`src/rtl/mdu_pkg.sv`:
```
// Shared types for the iterative multiply/divide sequencer.
// Optional divide-by-zero early exit is selected with MDU_DIVZERO_EN.
package mdu_pkg;

   localparam int MDU_WIDTH = 32;

   typedef enum logic [1:0] {
      MULT  = 2'd0,
      MULTU = 2'd1,
      DIV   = 2'd2,
      DIVU  = 2'd3
   } mdu_op_t;

   typedef enum logic [1:0] {
      IDLE  = 2'd0,
      CALC  = 2'd1,
      FIX   = 2'd2,
      WRITE = 2'd3
   } mdu_state_t;

   function automatic logic op_is_div(mdu_op_t o);
      return (o == DIV) || (o == DIVU);
   endfunction

   function automatic logic op_is_signed(mdu_op_t o);
      return (o == MULT) || (o == DIV);
   endfunction

endpackage

```
`src/rtl/mdu_ctrl_if.sv`:
```
// Core-side bundle of the multiply/divide sequencer.
// divz exists only when MDU_DIVZERO_EN is defined.
interface mdu_ctrl_if
   import mdu_pkg::*;
#(
   parameter int WIDTH = MDU_WIDTH
);

   logic               start;
   mdu_op_t            op;
   logic [WIDTH-1:0]   a;
   logic [WIDTH-1:0]   b;
   logic               hl_rd;
   logic               busy;
   logic               stall;
   logic               hl_we;
   logic [2*WIDTH-1:0] hl_wd;
   logic               done;
`ifdef MDU_DIVZERO_EN
   logic               divz;

   modport master (
      output start, op, a, b, hl_rd,
      input  busy, stall, hl_we, hl_wd, done, divz
   );

   modport slave (
      input  start, op, a, b, hl_rd,
      output busy, stall, hl_we, hl_wd, done, divz
   );
`else
   modport master (
      output start, op, a, b, hl_rd,
      input  busy, stall, hl_we, hl_wd, done
   );

   modport slave (
      input  start, op, a, b, hl_rd,
      output busy, stall, hl_we, hl_wd, done
   );
`endif

endinterface

```
`src/rtl/mdu_sign_fix.sv`:
```
// Conditional two's-complement negate used to restore result signs.
module mdu_sign_fix #(
   parameter int N = 32
) (
   input  logic         neg,
   input  logic [N-1:0] d,
   output logic [N-1:0] q
);

   assign q = neg ? (~d + N'(1)) : d;

endmodule

```
`src/rtl/mdu_ctrl.sv`:
```
// Iterative MULT/MULTU/DIV/DIVU sequencer feeding the HI/LO write port.
// MDU_DIVZERO_EN: divide by zero skips straight to WRITE and pulses divz.
module mdu_ctrl
   import mdu_pkg::*;
#(
   parameter int WIDTH = MDU_WIDTH
) (
   input  logic     clk,
   input  logic     reset_n,
   mdu_ctrl_if.slave bus
);

   localparam int W2 = 2 * WIDTH;
   localparam int CW = $clog2(WIDTH + 1);

   localparam logic [1:0] S_IDLE  = IDLE;
   localparam logic [1:0] S_CALC  = CALC;
   localparam logic [1:0] S_FIX   = FIX;
   localparam logic [1:0] S_WRITE = WRITE;

   logic [1:0]       state;
   logic [CW-1:0]    count;
   logic [W2-1:0]    acc;
   logic [W2-1:0]    mcand;
   logic [WIDTH-1:0] opb;
   logic             is_dv;
   logic             neg_q;
   logic             neg_r;
   logic             dz;
   logic [W2-1:0]    wd_q;

   logic             dv_in;
   logic             sg_in;
   logic [WIDTH-1:0] mag_a;
   logic [WIDTH-1:0] mag_b;

   logic [WIDTH:0]   rs;
   logic [WIDTH:0]   rd;
   logic             qbit;
   logic [W2-1:0]    div_next;
   logic [W2-1:0]    mul_next;

   logic [W2-1:0]    prod_f;
   logic [WIDTH-1:0] quo_f;
   logic [WIDTH-1:0] rem_f;

   always_comb begin
      dv_in = op_is_div(bus.op);
      sg_in = op_is_signed(bus.op);
      mag_a = bus.a;
      mag_b = bus.b;
      if (sg_in && bus.a[WIDTH-1]) mag_a = ~bus.a + WIDTH'(1);
      if (sg_in && bus.b[WIDTH-1]) mag_b = ~bus.b + WIDTH'(1);
   end

   // Restoring step: partial remainder needs one guard bit.
   always_comb begin
      rs       = {acc[W2-1:WIDTH], acc[WIDTH-1]};
      rd       = rs - {1'b0, opb};
      qbit     = (rs >= {1'b0, opb});
      div_next = {qbit ? rd[WIDTH-1:0] : rs[WIDTH-1:0],
                  acc[WIDTH-2:0], qbit};
      mul_next = opb[0] ? (acc + mcand) : acc;
   end

   mdu_sign_fix #(.N(W2)) u_prod (
      .neg (neg_q),
      .d   (acc),
      .q   (prod_f)
   );

   mdu_sign_fix #(.N(WIDTH)) u_quo (
      .neg (neg_q),
      .d   (acc[WIDTH-1:0]),
      .q   (quo_f)
   );

   mdu_sign_fix #(.N(WIDTH)) u_rem (
      .neg (neg_r),
      .d   (acc[W2-1:WIDTH]),
      .q   (rem_f)
   );

   always_ff @(posedge clk or negedge reset_n) begin
      if (!reset_n) begin
         state <= S_IDLE;
         count <= '0;
         acc   <= '0;
         mcand <= '0;
         opb   <= '0;
         is_dv <= 1'b0;
         neg_q <= 1'b0;
         neg_r <= 1'b0;
         dz    <= 1'b0;
         wd_q  <= '0;
      end else begin
         unique case (state)
            S_IDLE: begin
               if (bus.start) begin
                  is_dv <= dv_in;
                  neg_q <= sg_in & (bus.a[WIDTH-1] ^ bus.b[WIDTH-1]);
                  neg_r <= sg_in & bus.a[WIDTH-1];
                  count <= '0;
                  opb   <= mag_b;
                  mcand <= W2'(mag_a);
                  acc   <= dv_in ? W2'(mag_a) : '0;
                  dz    <= 1'b0;
                  state <= S_CALC;
`ifdef MDU_DIVZERO_EN
                  if (dv_in && (bus.b == '0)) begin
                     wd_q  <= {bus.a, {WIDTH{1'b1}}};
                     dz    <= 1'b1;
                     state <= S_WRITE;
                  end
`endif
               end
            end
            S_CALC: begin
               acc   <= is_dv ? div_next : mul_next;
               mcand <= {mcand[W2-2:0], 1'b0};
               opb   <= is_dv ? opb : (opb >> 1);
               count <= count + CW'(1);
               if (count == CW'(WIDTH - 1)) state <= S_FIX;
            end
            S_FIX: begin
               wd_q  <= is_dv ? {rem_f, quo_f} : prod_f;
               state <= S_WRITE;
            end
            S_WRITE: begin
               dz    <= 1'b0;
               state <= S_IDLE;
            end
            default: state <= S_IDLE;
         endcase
      end
   end

   assign bus.busy  = (state != S_IDLE);
   assign bus.stall = bus.busy & (bus.hl_rd | bus.start);
   assign bus.hl_we = (state == S_WRITE);
   assign bus.done  = bus.hl_we;
   assign bus.hl_wd = wd_q;
`ifdef MDU_DIVZERO_EN
   assign bus.divz  = bus.hl_we & dz;
`endif

endmodule

```
`src/flat_wrapper.sv`:
```
// flat-port wrapper written by rule: the top's interface ports become plain ports
module mdu_ctrl_flat import mdu_pkg::*;
#(
   parameter int WIDTH = MDU_WIDTH
)
  (clk, reset_n, bus_start, bus_op, bus_a, bus_b, bus_hl_rd, bus_busy, bus_stall, bus_hl_we, bus_hl_wd, bus_done);
  mdu_ctrl_if #(.WIDTH(WIDTH)) bus_i ();
  input  logic clk;
  input  logic reset_n;
  input wire logic [$bits(bus_i.start)-1:0] bus_start;
  input wire logic [$bits(bus_i.op)-1:0] bus_op;
  input wire logic [$bits(bus_i.a)-1:0] bus_a;
  input wire logic [$bits(bus_i.b)-1:0] bus_b;
  input wire logic [$bits(bus_i.hl_rd)-1:0] bus_hl_rd;
  output wire logic [$bits(bus_i.busy)-1:0] bus_busy;
  output wire logic [$bits(bus_i.stall)-1:0] bus_stall;
  output wire logic [$bits(bus_i.hl_we)-1:0] bus_hl_we;
  output wire logic [$bits(bus_i.hl_wd)-1:0] bus_hl_wd;
  output wire logic [$bits(bus_i.done)-1:0] bus_done;
  assign bus_i.start = bus_start;
  assign bus_i.op = bus_op;
  assign bus_i.a = bus_a;
  assign bus_i.b = bus_b;
  assign bus_i.hl_rd = bus_hl_rd;
  assign bus_busy = bus_i.busy;
  assign bus_stall = bus_i.stall;
  assign bus_hl_we = bus_i.hl_we;
  assign bus_hl_wd = bus_i.hl_wd;
  assign bus_done = bus_i.done;
  mdu_ctrl #(.WIDTH(WIDTH)) u_core (.clk(clk), .reset_n(reset_n), .bus(bus_i));
endmodule
```
`config.mk`:
```
export PLATFORM = sky130hd
export DESIGN_NAME = mdu_ctrl_flat
export DESIGN_NICKNAME = d
export VERILOG_FILES = /design/src/rtl/mdu_pkg.sv /design/src/rtl/mdu_ctrl_if.sv /design/src/rtl/mdu_sign_fix.sv /design/src/rtl/mdu_ctrl.sv /design/src/flat_wrapper.sv
export SDC_FILE = /design/constraint.sdc
export NUM_CORES = 1
export LEC_CHECK = 0
export CAP_MARGIN = 25
export CORE_MARGIN = 2
export CORE_UTILIZATION = 50
export DETAILED_ROUTE_END_ITERATION = 7
export MAX_ROUTING_LAYER = met4
export PLACE_DENSITY = 0.84
export SLEW_MARGIN = 0
export SYNTH_ARGS = -nofsm -noshare
export SYNTH_HDL_FRONTEND = slang
export SYNTH_HIERARCHICAL = 1
export SYNTH_SLANG_ARGS = --single-unit
```
`constraint.sdc`:
```
create_clock -name clk -period 3 [get_ports clk]
set_input_delay 0.6 -clock clk [delete_from_list [all_inputs] [get_ports clk]]
set_output_delay 0.6 -clock clk [all_outputs]
set_load 0.02 [all_outputs]
```
Word level (Yosys, flattened, before mapping)
Index checks and enable logic that the tools add are counted.

storage, ports and cells
  register bits = 235
  bits of input ports = 70
  output and inout port bits = 68
  logic and storage cells = 73

cells by class
  add/subtract/negate cells = 8
  magnitude comparators = 1
  equal/unequal tests = 10
  multiplexer cells = 22
  bitwise operators = 10
  reductions and logical operators = 13

operators with widths
  kind                   count
  $mux 64                6
  $mux 32                8
  $pmux 64 s2            2
  $add 32x1->32 const B  4
  $not 32->32            4
  $add 64x1->64 const B  1
  $add 64x64->64         1
  $not 64->64            1
  $pmux 32 s2            1
  $ge 33x32->1           1
  $sub 32x32->32         1
  $pmux 6 s2             1
  $eq 2x2->1 const B     4
  $pmux 2 s4             1
  $add 6x1->6 const B    1
  $eq 6x5->1 const B     1
  $mux 6                 1
  $reduce_and 2->1       3
  $reduce_and 3->1       2
  $logic_not 2->1        2
  $mux 2                 2
  $ne 2x2->1 const B     2
  $reduce_bool 2->1      2
  $and 1x1->1            3
  other kinds (7)        9

Logic depth before layout (Yosys ltp)
  depth after elaboration = 7
  depth in mapped cells = 14

Modules after synthesis
The synthesis kept the hierarchy.

by module, submodules not included
  module                            times used  cells an instance  area an instance (µm²)
  mdu_ctrl                          1           2,155              17,785.8
  mdu_sign_fix at u_core.u_prod     1           206                1,649.1
  mdu_sign_fix at u_core.u_quo ...  2           99                 777.0

Least setup slack after synthesis
Ideal clock, no wire load.

  kind = register to register
  start point = reg u_core.acc[0]
  end point = reg u_core.acc[48]
  library setup time = 0.129 ns
  data arrival time = 3.034 ns
  required time = 2.871 ns
  setup slack = -0.163 ns
  stages on the path, launching flop included = 13
  buffers on the path = 0
  clock period less this slack = 3.163 ns
  cell sequence = dfrtp_1 -> ha_1 -> fa_1 -> a21o_1 -> a221o_1 -> a21oi_1 -> o22ai_1 -> a21oi_2 -> o31ai_4 -> o2bb2ai_2 -> a211oi_1 -> xor2_1 -> o21ai_1

between the ends
  longest elaborated chain between the ends = 4

ends and longest elaborated chain
  element                 line             text
  start, declared         mdu_ctrl.sv:23   logic [W2-1:0] acc;
  start signal, assigned  mdu_ctrl.sv:106  acc <= dv_in ? W2'(mag_a) : '0;
  start signal, assigned  mdu_ctrl.sv:119  acc <= is_dv ? div_next : mul_next;
  $add 64x64->64          mdu_ctrl.sv:63   mul_next = opb[0] ? (acc + mcand) : acc;
  $mux 64                 mdu_ctrl.sv:63
  $mux 64                 mdu_ctrl.sv:119
  $pmux 64 s2             mdu_ctrl.sv:97   unique case (state)

Every way passes these cells. The select of a mux whose other input is x is not followed.
A chain may end at the register's enable or synchronous reset.

Final worst setup path
  start point = reg u_core.acc[0]
  end point = reg u_core.acc[62]

The elaborated chain is that of the path after synthesis.

==> flow_summary.yaml <==
sta:
  worst_pin_slew_ns: 0.812
  slew_viol_final: 0
  fmax_mhz: 311
  setup_slack_ns: -0.218
  rsz0062_at_grt: "true"
  hold_viol_final: 3
  final-setup-viol-count: 17
  post-route-period-util: 1.07
  fin_crit_ns: 3.22
  hold_slack_ns: -0.00643
  finalClockSkew_ns: 0.0184
  relSlewSlack: 0.458
clock_network:
  hold_buffers: 0
  clock_sinks: 235
  root_buffer: "clkbuf_16"
  cts_made_buffers: 27
  clock_latency_ns: 0.56
  cts_tree: "built"
  path_clk_slew_ns: 0.06
  h-tree-depth: 1
  cts_buffer_depth: 3
run_status:
  status: "finished with violations"
  violations: "negative hold slack, negative setup slack"
yosys:
  synth_top_area_share: 0.280
  synth_common_cells: "287 x a21oi_1, 271 x nor2_1, 235 x dfrtp_1"
  synth_area_leaders: "dfrtp_1 28%, xnor2_1 8.2%, a21oi_1 6.8%"
  yosysWarnings: 6
  synthArstFlopShare: 1.00
  ys_seq_elements: 235
  yosysSeqAreaShare: 0.280
  avgSynthCellArea_um2: 8.20
  netlist_area_um2: 21000
  synth_area_leader_cell: "dfrtp_1"
  synth_edf_count: 0
  synthCells: 2559
  synthDistinctLibCells: 100
  syn_nets: 2737
  synth.most_common_cell: "a21oi_1"
  ys.flop_type: "dfrtp_1"
global_routing:
  grt-ovfl-total: 0
  grt_pass1_wl_um: 107000
  antenna_found_initial: 0
  grt_max_degree: 101
  grt_usage: 0.307
  first_global_vias: 20503
floorplan:
  rows: 75
  coreArea_um2: 41700
  die_h_um: 209
  dieArea_um2: 43600
  boundaryPins: 138
  initial_utilization: 0.504
  fp.dieW_um: 209
final_layout:
  fillers: 3341
  multiInputGateArea_um2: 15100
  drive_above_1_share: 0.219
  regArea_um2: 5890
  layout.nets: 3146
  fin_cells: 3526
  syn2layout_area_growth_pct: 30.1
setup_path:
  r2r_end: "u_core/acc[62]"
  worstPathMaxFanout: 3
  worstPathRequired_ns: 3.45
  cp-end-kind: "register"
  r2r_cells: 13
  cp.arrival_ns: 3.67
  ff2ff_setup_slack_ns: -0.22
  r2r-start: "u_core/acc[0]"
  criticalPathCategory: "reg2reg"
  worst_setup_path_start_kind: "register"
min_path:
  hold_class: "in2async"
placed_design:
  io_buffers: 137
  globalplace.congestion: 0.967
  hpwl_um: 50400
  dp_cells: 3455
route:
  drt_iter0_drc: 2112
  antenna_left: 0
  first_pass_iters: 6
  vias: 21517
  drt-total-wl_um: 67700
  wl_per_cell_um: 19.2
  drcViolationCount: 0
  via_per_inst: 6.10
power_and_ir_drop:
  leakage_nw: 11.8
  powerDensity_nw_per_um2: 1230
  peakVddDrop_mv: 0.756
job:
  cap_violations: 0
==> where the power goes <==
group | total, mW | switching, mW | internal, mW
Sequential | 5.52 | 1.01 | 4.51
Combinational | 24.9 | 14.0 | 10.9
Clock | 3.30 | 1.38 | 1.92
Total | 33.7 | 16.4 | 17.4
==> worst max-delay path by stage <==
stage | start | slack, ns | to
2_1_floorplan | u_core/acc[0] | 0.04 | u_core/acc[62]
3_3_place_gp | bus_a[13] | -0.46 | u_core/mcand[30]
3_5_place_dp | bus_a[13] | -0.48 | u_core/mcand[30]
4_1_cts | u_core/acc[0] | -0.19 | u_core/acc[62]
5_1_grt | u_core/mcand[0] | -0.29 | u_core/acc[62]
6_report | u_core/acc[0] | -0.22 | u_core/acc[62]
==> worst max-delay path: stages, from the launching register on <==
cell and delay [ns]:
dfrtp_2 0.42, ha_4 0.17, buf_6 0.11, fa_2 0.37
a21o_1 0.19, a221o_1 0.38, a21oi_2 0.22, o311ai_4 0.12
nand4b_1 0.21, a21oi_2 0.10, a41o_1 0.31, a21oi_2 0.16
xnor2_1 0.11, a221oi_1 0.24
==> timing repair <==
item	in CTS	in global routing
setup buffers	13	11
resized for setup	58	144
gates cloned	0	1
endpoints found under the setup margin	46	61
pin swaps	41	81
==> registers in the layout, indices dropped and copies added (netlist names) <==
signal / cells
u_core/acc: 64
u_core/bus.hl_wd: 64
u_core/count: 6
u_core/is_dv: 1
u_core/mcand: 64
u_core/neg_q: 1
u_core/neg_r: 1
u_core/opb: 32
u_core/state: 2
==> logic make-up (layout without fill, tap and decap cells) <==
group                    Yosys count  in the layout  synth area share
adder cells (fa/ha/maj)          108            108            0.0651
buffers and inverters            222            648            0.0454
AO/OA/AOI/OAI                    855            856             0.264
XOR/XNOR                         259            259             0.108
other                              0              1                 0
flip-flops                       235            235             0.280
AND/OR/NAND/NOR                  777            777             0.188
multiplexers                     103            103            0.0494
==> cell usage in the layout (no fill, tap or decap), drive strengths merged, types with 33 or more instances in the layout <==
cell type,n
a21o,51
a21oi,289
a22o,33
buf,383
clkbuf,38
clkdlybuf4s50,132
dfrtp,235
ha,106
inv,82
mux2i,98
nand2,230
nand4,34
nor2,273
nor3,33
o21ai,213
o31ai,54
o41ai,37
xnor2,197
xor2,62
==> per-stage QoR <==
step                power (mW)  cell area [um^2]  worst slack (ns)  TNS (ns)   util
finish                    33.7             27300            -0.218     -1.81  0.655
global route              36.1             27300            -0.293     -4.24  0.655
CTS                       31.9             26600            -0.188     -1.02  0.638
detailed placement        27.9             25300            -0.485    -12.77  0.607
global placement          27.3             25300            -0.455     -7.90  0.607
floorplan                 19.9             21000            0.0429         0      -
==> metal layers <==
layer  track usage  up-vias  part of all wire
met1         0.434    10335              0.45
met5             -        -                 0
met3        0.0265      140             0.078
met2         0.475      899              0.45
li1              -    10143                 -
met4        0.0828        0             0.025
==> final cells by class <==
| class | instances | area share |
|---|---|---|
| tap | 539 | 0.0247 |
| multi-input combinational | 2103 | 0.555 |
| inverter | 82 | 0.0113 |
| timing repair buffer | 519 | 0.161 |
| clock inverter | 9 | 0.00284 |
| sequential | 235 | 0.216 |
| clock buffer | 38 | 0.0292 |
| antenna | 1 | 0.0000916 |
Power figures use the tool's default switching activity.
==> RTL change, RTL diff (same settings) <==
The package constant `MDU_WIDTH` goes from 32 to 16.
--- a/src/rtl/mdu_pkg.sv
+++ b/src/rtl/mdu_pkg.sv
@@ -4,3 +4,3 @@
 
-   localparam int MDU_WIDTH = 32;
+   localparam int MDU_WIDTH = 16;
 
Interface: changed (resized bus_a, bus_b and bus_hl_wd); port bits go from 138 to 74. The function was not compared with the original's and may differ.
==> RTL change against the original RTL <==
  * Clock skew is 0.013 ns lower
  * Synthesized area is 51% lower
  * Non-clock buffer count is 383 lower
  * Final area is 55% lower
  * Sequential cell count is 113 lower
  * Routed wire length is 59% lower
  * Worst setup slack better by 0.28 ns
  * Total power is 55% lower
  * Die area is 50% lower
  * Largest cell class unchanged
==> RTL change: results (changes against the original RTL) <==
- The flow ran to the end, and the final reports show no timing, DRC or antenna violations.
- Num CTS Buffers: 17 (-37%)
- The wire length on met3 came to 2079 um (-61%).
* Total of buffers placed on input and output ports: 73 (-47%)
- Count of multi-input gates: 1012 (-52%)
* Power Density: 1242 nW/um^2 (+0.62%)
- The peak per-stage delay on the critical path was 0.44 ns (+0.02 ns).
- Postcts setup bufs: 0 (-13)
- The leakage power is 0.005389 uW (-55%).
- The worst register-to-register path ends at u_core/acc[29].
- Initial drt markers: 844 (-60%)
- # nets final: 1443 (-54%)
* Worst vdd rail ir drop: 0.0006082 V (-20%)
- Met1 Use GR: 35.95% (-7.5 points)
- The critical-path maximum fanout came to 7 (+4).
- The cell count after placement was 1595 (-54%).
- # resized after CTS: 1 (-98%)
- The fraction of power spent switching nets is 47.71% (-0.83 points).
* Crit path arrival time: 3.24 ns (-0.43 ns)
- Layout non-clock buf frac: 10.13% (-6.0 points)
* Post-route clock skew: 0.005488 ns (-0.01290 ns)
- Pin count of the biggest net entering global routing: 66 (-35%)
- The total via count in the routed design came to 9758 (-55%).
- Yosys attributes the largest share of cell area to dfrtp_1 (29%), ha_1 (7.1%), xnor2_1 (6.8%).
* Tightest Pin Transition: 0.8174 ns (+0.004953 ns)
* Reg-to-Reg Start: u_core/acc[15]
- Post-Place Cell Area: 11710 um^2 (-54%)
- The clock network power was 2080 uW (-37%).
- Number of buffers outside the clock class in the layout: 136 (-74%)
* WL met1: 12650 um (-58%)
* Maximum buffer depth of the clock tree: 2 (-1)
* Worst setup slack for register-to-register paths: 0.06 ns (+0.28 ns)
- Fraction of layout cells with a size suffix above 1: 10.91% (-11 points)
- H-tree depth: 4 (+3)
* Worst hold slack: 0.2572 ns (+0.2636 ns)
- The wire length of the first global-routing pass was 45450 um (-58%).
- The wire length on met2 was 12840 um (-58%).
- Relative contribution of combinational cells to total power: 66.9% (-7.0 points)
- Met3 demand-to-capacity share in global routing: 4.755% (+2.1 points)
- Count of flip-flops and latches: 122 (-48%)
- Layout inverter count without the clock tree: 55 (-33%)
- The met2 track utilization from global routing came to 40.65% (-6.9 points).
* Total global routing track utilization: 26.30% (-4.4 points)
- The layout filler cell count was 1766 (-47%).
- Layout clock area frac: 4.865% (+1.7 points)
- The placer congestion estimate is 0.9746 (+0.83%).
* Worst setup path startpoint: u_core/acc[15]
## RTL change: cell types whose count changed after synthesis, moves of 105 or more
cell / delta
o21ai_0: -106
dfrtp_1: -113
a21oi_1: -175
nand2_1: -105
xnor2_1: -116
nor2_1: -150
## RTL change: cells by family (layout without fill, tap and decap cells)
group / count (synthesis) / after routing / share of synthesized area [%]
and+or+nand+nor: 391 / 391 / 18.45
adders and majority gates: 61 / 61 / 7.495
DFF: 122 / 122 / 29.40
muxes: 66 / 66 / 6.435
xor gates and xnor gates: 114 / 114 / 9.616
buffers and inverters: 117 / 223 / 4.724
AOI/OAI and AO/OA: 380 / 380 / 23.88
## RTL change: per-stage QoR
| stage | power [uW] | TNS, ns |
|---|---|---|
| final | 15340 | 0 |
| after detailed placement | 12910 | 0 |
| after global placement | 12580 | 0 |
| after floorplan | 10110 | 0 |
| after global routing | 16460 | -0.01438 |
| after CTS | 15130 | 0 |
